File: src/rtl/riscv_pkg.sv
// Shared RISC-V front-end definitions: fetch FSM states and the opcode
// constants that the fetch unit and the main decoder agree on.
package riscv_pkg;

  typedef enum logic [1:0] {
    S_REQ  = 2'd0,
    S_WAIT = 2'd1,
    S_HOLD = 2'd2
  } fetch_state_e;

  localparam logic [6:0] OP_LOAD   = 7'b0000011;
  localparam logic [6:0] OP_STORE  = 7'b0100011;
  localparam logic [6:0] OP_RTYPE  = 7'b0110011;
  localparam logic [6:0] OP_BRANCH = 7'b1100011;
  localparam logic [6:0] OP_ITYPE  = 7'b0010011;
  localparam logic [6:0] OP_JAL    = 7'b1101111;
  localparam logic [6:0] OP_NOP    = 7'b0000000;

  localparam int INSTR_BYTES = 4;

endpackage

File: src/rtl/instr_fetch_unit.sv
// Instruction fetch: one outstanding imem request, a single holding register
// towards decode, and redirect handling that squashes in-flight responses.
module instr_fetch_unit
  import riscv_pkg::*;
#(
  parameter int              XLEN     = 32,
  parameter logic [XLEN-1:0] RESET_PC = '0
) (
  input  logic            clk,
  input  logic            reset,
  output logic            imem_req_valid,
  input  logic            imem_req_ready,
  output logic [XLEN-1:0] imem_addr,
  input  logic            imem_rsp_valid,
  input  logic [31:0]     imem_rsp_data,
  output logic            instr_valid,
  input  logic            instr_ready,
  output logic [31:0]     instr,
  output logic [XLEN-1:0] instr_pc,
  output logic [6:0]      op,
  input  logic            redirect_valid,
  input  logic [XLEN-1:0] redirect_pc,
  output fetch_state_e    dbg_state
);

  // Handshakes: a transfer happens on a cycle where valid and ready are both
  // high; valid never depends on ready, and redirect forces both of our valids low.

  localparam logic [XLEN-1:0] PC_STEP    = XLEN'(INSTR_BYTES);
  localparam logic [XLEN-1:0] ALIGN_MASK = XLEN'(INSTR_BYTES - 1);

  fetch_state_e    state_q, state_d;
  logic [XLEN-1:0] pc_q, pc_d;
  logic [31:0]     instr_q, instr_d;
  logic [XLEN-1:0] instr_pc_q, instr_pc_d;
  logic            kill_q, kill_d;
  logic [XLEN-1:0] target;

  assign target = redirect_pc & ~ALIGN_MASK;

  always_ff @(posedge clk) begin
    if (reset) begin
      state_q    <= S_REQ;
      pc_q       <= RESET_PC;
      instr_q    <= '0;
      instr_pc_q <= '0;
      kill_q     <= 1'b0;
    end else begin
      state_q    <= state_d;
      pc_q       <= pc_d;
      instr_q    <= instr_d;
      instr_pc_q <= instr_pc_d;
      kill_q     <= kill_d;
    end
  end

  always_comb begin
    state_d        = state_q;
    pc_d           = pc_q;
    instr_d        = instr_q;
    instr_pc_d     = instr_pc_q;
    kill_d         = kill_q;
    imem_req_valid = 1'b0;
    instr_valid    = 1'b0;

    unique case (state_q)
      S_REQ: begin
        imem_req_valid = !redirect_valid && !reset;
        if (redirect_valid) begin
          pc_d = target;
        end else if (imem_req_valid && imem_req_ready) begin
          state_d = S_WAIT;
        end
      end
      S_WAIT: begin
        // A response that belongs to a superseded PC is dropped, and the
        // next request goes out only after it has drained.
        if (imem_rsp_valid && redirect_valid) begin
          pc_d    = target;
          kill_d  = 1'b0;
          state_d = S_REQ;
        end else if (imem_rsp_valid && kill_q) begin
          kill_d  = 1'b0;
          state_d = S_REQ;
        end else if (imem_rsp_valid) begin
          instr_d    = imem_rsp_data;
          instr_pc_d = pc_q;
          state_d    = S_HOLD;
        end else if (redirect_valid) begin
          pc_d   = target;
          kill_d = 1'b1;
        end
      end
      S_HOLD: begin
        instr_valid = !redirect_valid && !reset;
        if (redirect_valid) begin
          pc_d    = target;
          state_d = S_REQ;
        end else if (instr_valid && instr_ready) begin
          pc_d    = pc_q + PC_STEP;
          state_d = S_REQ;
        end
      end
      default: begin
        state_d = S_REQ;
      end
    endcase
  end

  assign imem_addr = pc_q;
  assign instr     = instr_q;
  assign instr_pc  = instr_pc_q;
  assign op        = instr_valid ? instr_q[6:0] : OP_NOP;
  assign dbg_state = state_q;

endmodule
File: config.mk
export PLATFORM = sky130hd
export DESIGN_NAME = instr_fetch_unit
export DESIGN_NICKNAME = d
export VERILOG_FILES = /design/src/rtl/riscv_pkg.sv /design/src/rtl/instr_fetch_unit.sv
export SDC_FILE = /design/constraint.sdc
export NUM_CORES = 1
export LEC_CHECK = 0
export CAP_MARGIN = 40
export CORE_UTILIZATION = 45
export DETAILED_ROUTE_END_ITERATION = 8
export GPL_ROUTABILITY_DRIVEN = 1
export PLACE_DENSITY_LB_ADDON = 0.1
export RECOVER_POWER = 50
export SYNTH_ARGS = -nofsm -noshare
export SYNTH_HDL_FRONTEND = slang
export SYNTH_SLANG_ARGS = --single-unit
File: constraint.sdc
create_clock -name clk -period 2.4 [get_ports clk]
set_input_delay 0.48 -clock clk [delete_from_list [all_inputs] [get_ports clk]]
set_output_delay 0.48 -clock clk [all_outputs]
set_load 0.05 [all_outputs]
# Word-level counts from Yosys, hierarchy flattened
# Index checks and enable logic that the tools add are counted.
# totals
inputBits	70
regBits	99
# op_classes
n_addsub	1
n_eq_ne	9
reduce_logical	14
n_bitwise	2
mux	22
# ops
cell	n
$mux W32	6
$pmux W32 S3	1
$add A32 B3 Y32 const B	1
$mux W2	7
$reduce_and A4 Y1	3
$ne A3 B3 Y1 const B	3
$mux W7	1
$mux W1	6
$pmux W2 S3	1
$reduce_bool A3 Y1	2
$logic_and A1 B1 Y1	5
$ne A2 B2 Y1 const B	2
$ne A4 B4 Y1 const B	1
$ne A3 B1 Y1 const B	1
$reduce_and A3 Y1	1
$eq A2 B1 Y1 const B	1
$eq A2 B2 Y1 const B	1
$logic_not A1 Y1	2
$logic_not A2 Y1	1
$not A1 Y1	2

# Logic depth before layout (Yosys ltp)
# depth
word_depth	6
mapped_depth	9

# Worst setup path before layout
# Ideal clock, no wire load.
# synth_path
path_kind	input -> output
from	input port redirect_valid
to	output port op[0]
required_ns	1.920
n_path_buf	2
arrival_time_ns	2.475
stages	6
slack_ns	-0.555
cell_sequence	clkbuf_1 inv_1 clkbuf_1 nand2_1 nor2_1 and2_1
# synth_between
elab_chain_len	4
# synth_rtl
element	line_no	text
from (decl)	instr_fetch_unit.sv:21	input logic redirect_valid,
$logic_not A1 Y1	instr_fetch_unit.sv:95	instr_valid = !redirect_valid && !reset;
$logic_and A1 B1 Y1	instr_fetch_unit.sv:95	
$mux W1	instr_fetch_unit.sv:66	unique case (state_q)
via instr_valid	instr_fetch_unit.sv:16	output logic instr_valid,
$mux W7	instr_fetch_unit.sv:113	assign op = instr_valid ? instr_q[6:0] : OP_NOP;
to (decl)	instr_fetch_unit.sv:20	output logic [6:0] op,
# The timed path passes the listed nets, and every way through them passes these cells.

# Worst setup path after layout
# layout_path
from	register pc_q[15] (netlist: imem_addr[15])
to	output port imem_addr[15]
# layout_lines
element	line_no	text
from (decl)	instr_fetch_unit.sv:33	logic [XLEN-1:0] pc_q, pc_d;
from (signal assigned)	instr_fetch_unit.sv:50	pc_q <= pc_d;
to (decl)	instr_fetch_unit.sv:13	output logic [XLEN-1:0] imem_addr,
# No word-level cell between the ends.

==> run_results.csv <==
group,metric,value,unit
sta,final.setup.worst_slack,0.103,ns
cells_and_area,area_growth_syn_to_layout,47.0,%
clock_tree,clk_pin_slew,0.10,ns
cells_and_area,layout-drive-gt1-share,0.119,
synth,seq_area_frac_synth,0.404,
die,die_x,106,um
worst_setup_path,worstPathBufferInverterCount,1,
clock_tree,cts_hold_buf,0,
grt,grt_max_degree,45,
synth,synthFlopType,"dfxtp_1",
sta,setup_tns,0,ns
clock_tree,clock_latency,0.37,ns
synth,async_reset_ff_frac,0,
worst_setup_path,r2r-end,"imem_addr[30]$_SDFFE_PP0P_",
clock_tree,cts_tree,"yes",
sta,relSlewSlack,0.642,
worst_setup_path,reg2reg_depth,5,
sta,min_period,2.30,ns
routing,viasPerCell,5.62,
worst_setup_path,crit_chain,"clkdlybuf4s50_1",
synth,synth_enable_flop_cells,0,
placement,place_area,0.00703,mm^2
worst_setup_path,path_class,"register to output port",
synth,yosys_warnings,0,
synth,netlist_area,0.00491,mm^2
routing,num_vias,5313,
run_status,status,"complete, no violations",
sta,setup_viol,0,
synth,synth_cell_types,71,
worst_setup_path,r2r_slack,0.20,ns
routing,first_iter_violations,360,
synth,synth_nets,704,
worst_setup_path,crit_family,"buffers and inverters",
grt,grt_pass1_vias,5108,
worst_setup_path,cpPeakStageDelay,0.89,ns
worst_setup_path,crit_fanout,10,
sta,rsz0062_at_grt,"no",
worst_setup_path,reg2reg_from,"imem_addr[20]$_SDFFE_PP0P_",
sta,worst_slew_pin_slew,0.535,ns
synth,syn_inst,629,
placement,pre_cts_slack,-0.000986,ns
routing,detail-route-antenna-nets,0,
grt,track_usage,0.272,
synth,postSynthAreaPerCell,7.80,um^2
die,dieArea,0.0113,mm^2
routing,remaining_drc_errors,0,
pwr,ir_drop,395,uV
cells_and_area,register_area,0.00198,mm^2
min_path,hold_depth,2,
worst_setup_path,critical-path-slowest-cell,"clkdlybuf4s50_1",
die,std_cell_rows,37,
worst_setup_path,cp-endpoint,"imem_addr[15]",
cells_and_area,fill_cells,891,
clock_tree,numCtsBuffers,9,
sta,finalHoldViolCount,0,
die,pin_count,177,
routing,dr.pass1.iters,5,
sta,timing.fmax,0.435,GHz
cells_and_area,multi_input_area,0.00265,mm^2
grt,antenna_found_initial,0,
clock_tree,cts_max_level,3,
min_path,hold_class,"register to register",
worst_setup_path,worstPathRequired,1.92,ns
sta,finClkSkew,0.0141,ns
placement,place_congestion,0.880,
die,die_h,106,um
worst_setup_path,cp.depth,1,
cells_and_area,finish.utilization,0.689,
grt,grt_overflow_total,0,
pwr,p_leak,2.77,nW
worst_setup_path,endpoint_kind,"output port",
die,core_area,0.0105,mm^2
sta,report.final.slew_viol_count,0,
placement,dp_hpwl,11200,um
routing,routed_wl,15200,um
die,start_util,0.469,
cells_and_area,n_antenna_cell,0,
flow_run,maxCapViolCount,0,
routing,wl_per_cell,16.0,um
synth,ys_ff_latch,99,
sta,finalCritPeriodShare,0.957,
clock_tree,clk_path_buf_depth,2,
cells_and_area,final_nets,881,
worst_setup_path,cp.arrival,1.82,ns
grt,grt_pass1_wl,24700,um
pwr,powerDensity,571,mW/mm^2
placement,numPortBuffers,174,
worst_setup_path,crit_start,"imem_addr[15]$_SDFFE_PP0P_",
worst_setup_path,critPathLaunchType,"register",
clock_tree,cts_sinks,99,
cells_and_area,fin_area,0.00721,mm^2
clock_tree,root_buffer,"clkbuf_8",
-- cell usage in the layout (no fill, tap or decap), types with 5 or more instances in the layout --
| master | netlist | layout |
|---|---|---|
| o32ai_1 | 5 | 5 |
| and3_1 | 8 | 8 |
| o21ai_0 | 17 | 17 |
| nand2b_1 | 6 | 5 |
| nor4_1 | 6 | 6 |
| a22oi_1 | 9 | 9 |
| buf_12 | 0 | 11 |
| mux2i_1 | 8 | 8 |
| dfxtp_1 | 99 | 97 |
| nand4_1 | 7 | 7 |
| and2_2 | 0 | 6 |
| a21oi_1 | 95 | 95 |
| nand2_1 | 154 | 154 |
| nand3_1 | 19 | 19 |
| dlygate4sd3_1 | 0 | 54 |
| nor2_1 | 30 | 29 |
| clkbuf_8 | 4 | 9 |
| inv_1 | 11 | 11 |
| buf_4 | 2 | 37 |
| nor3_1 | 10 | 10 |
| o22ai_1 | 6 | 6 |
| a31oi_1 | 5 | 5 |
| clkdlybuf4s50_1 | 0 | 109 |
-- metrics by stage --
stage	cells	hold WS (ns)	total power, W
CTS	946	0.461	0.00415
detailed placement	931	0.447	0.00298
global placement	931	0.442	0.00296
global route	946	0.478	0.00429
finish	946	0.456	0.00412
floorplan	629	0.495	0.00252
-- kinds of logic after synthesis --
logic type / count (synthesis) / synth area share
buffers and inverters: 60 / 0.0620
AOI/OAI and AO/OA: 176 / 0.225
adders and majority gates: 5 / 0.0128
muxes: 10 / 0.0209
and+or+nand+nor: 277 / 0.272
DFF: 99 / 0.404
xor gates and xnor gates: 2 / 0.00357
-- area by class of cell --
class / count / share of cell area
inverter: 11 / 0.00573
tap: 136 / 0.0236
clock buffer: 10 / 0.0177
clock inverter: 5 / 0.0118
sequential: 99 / 0.275
timing repair buffer: 215 / 0.299
multi-input combinational: 470 / 0.367
-- Yosys cell counts (all sizes together), types with 3 or more instances --
cell	number	area share
nand2	155	0.12
dfxtp	99	0.40
a21oi	95	0.097
nor2	30	0.023
clkbuf	29	0.031
nand3	20	0.023
buf	19	0.021
o21ai	18	0.019
and2	12	0.015
inv	11	0.0084
nor3	10	0.010
a22oi	9	0.014
and3	9	0.012
nand4	9	0.014
mux2i	8	0.016
nor4	8	0.016
a211oi	6	0.013
nand2b	6	0.0077
o22ai	6	0.0077
a31oi	5	0.0064
ha	5	0.013
o32ai	5	0.0089
a22o	4	0.0071
and4	4	0.0077
nor2b	4	0.0051
a311oi	3	0.0054
o41ai	3	0.0054
-- per-layer routing --
metal  GRT usage  part of all wire  vias to the layer above
met2       0.459              0.48                      241
li1            -                 -                     2572
met5           0                 0                        -
met4       0.107             0.016                        0
met1       0.342              0.43                     2477
met3      0.0509             0.079                       23
-- how the worst min path moves through the flow --
stage / start / end
detailed placement: instr_pc[31]$_SDFFE_PP0P_ / instr_pc[31]$_SDFFE_PP0P_
CTS: instr_pc[31]$_SDFFE_PP0P_ / instr_pc[31]$_SDFFE_PP0P_
global route: instr_pc[11]$_SDFFE_PP0P_ / instr_pc[11]$_SDFFE_PP0P_
floorplan: kill_q$_SDFFE_PP0P_ / kill_q$_SDFFE_PP0P_
global placement: instr[21]$_SDFFE_PP0P_ / instr[21]$_SDFFE_PP0P_
finish: instr_pc[31]$_SDFFE_PP0P_ / instr_pc[31]$_SDFFE_PP0P_
-- power by group --
part           total, W  internal (W)  switching, W
Clock           0.00119      0.000590      0.000597
Combinational   0.00109      0.000443      0.000648
Sequential      0.00184       0.00172      0.000117
-- timing repair --
item                       4_1_cts  5_1_grt
hold endpoints to repair         0        0
setup endpoints to repair        0        8
gates resized for setup          0        3
setup buffers                    0        0
-- flip-flops by register name, indices dropped and copies added (netlist names) --
name       flops
kill_q         1
instr_pc      32
imem_addr     32
instr         32
dbg_state      2
No activity file was read; power rests on OpenSTA's default activity.
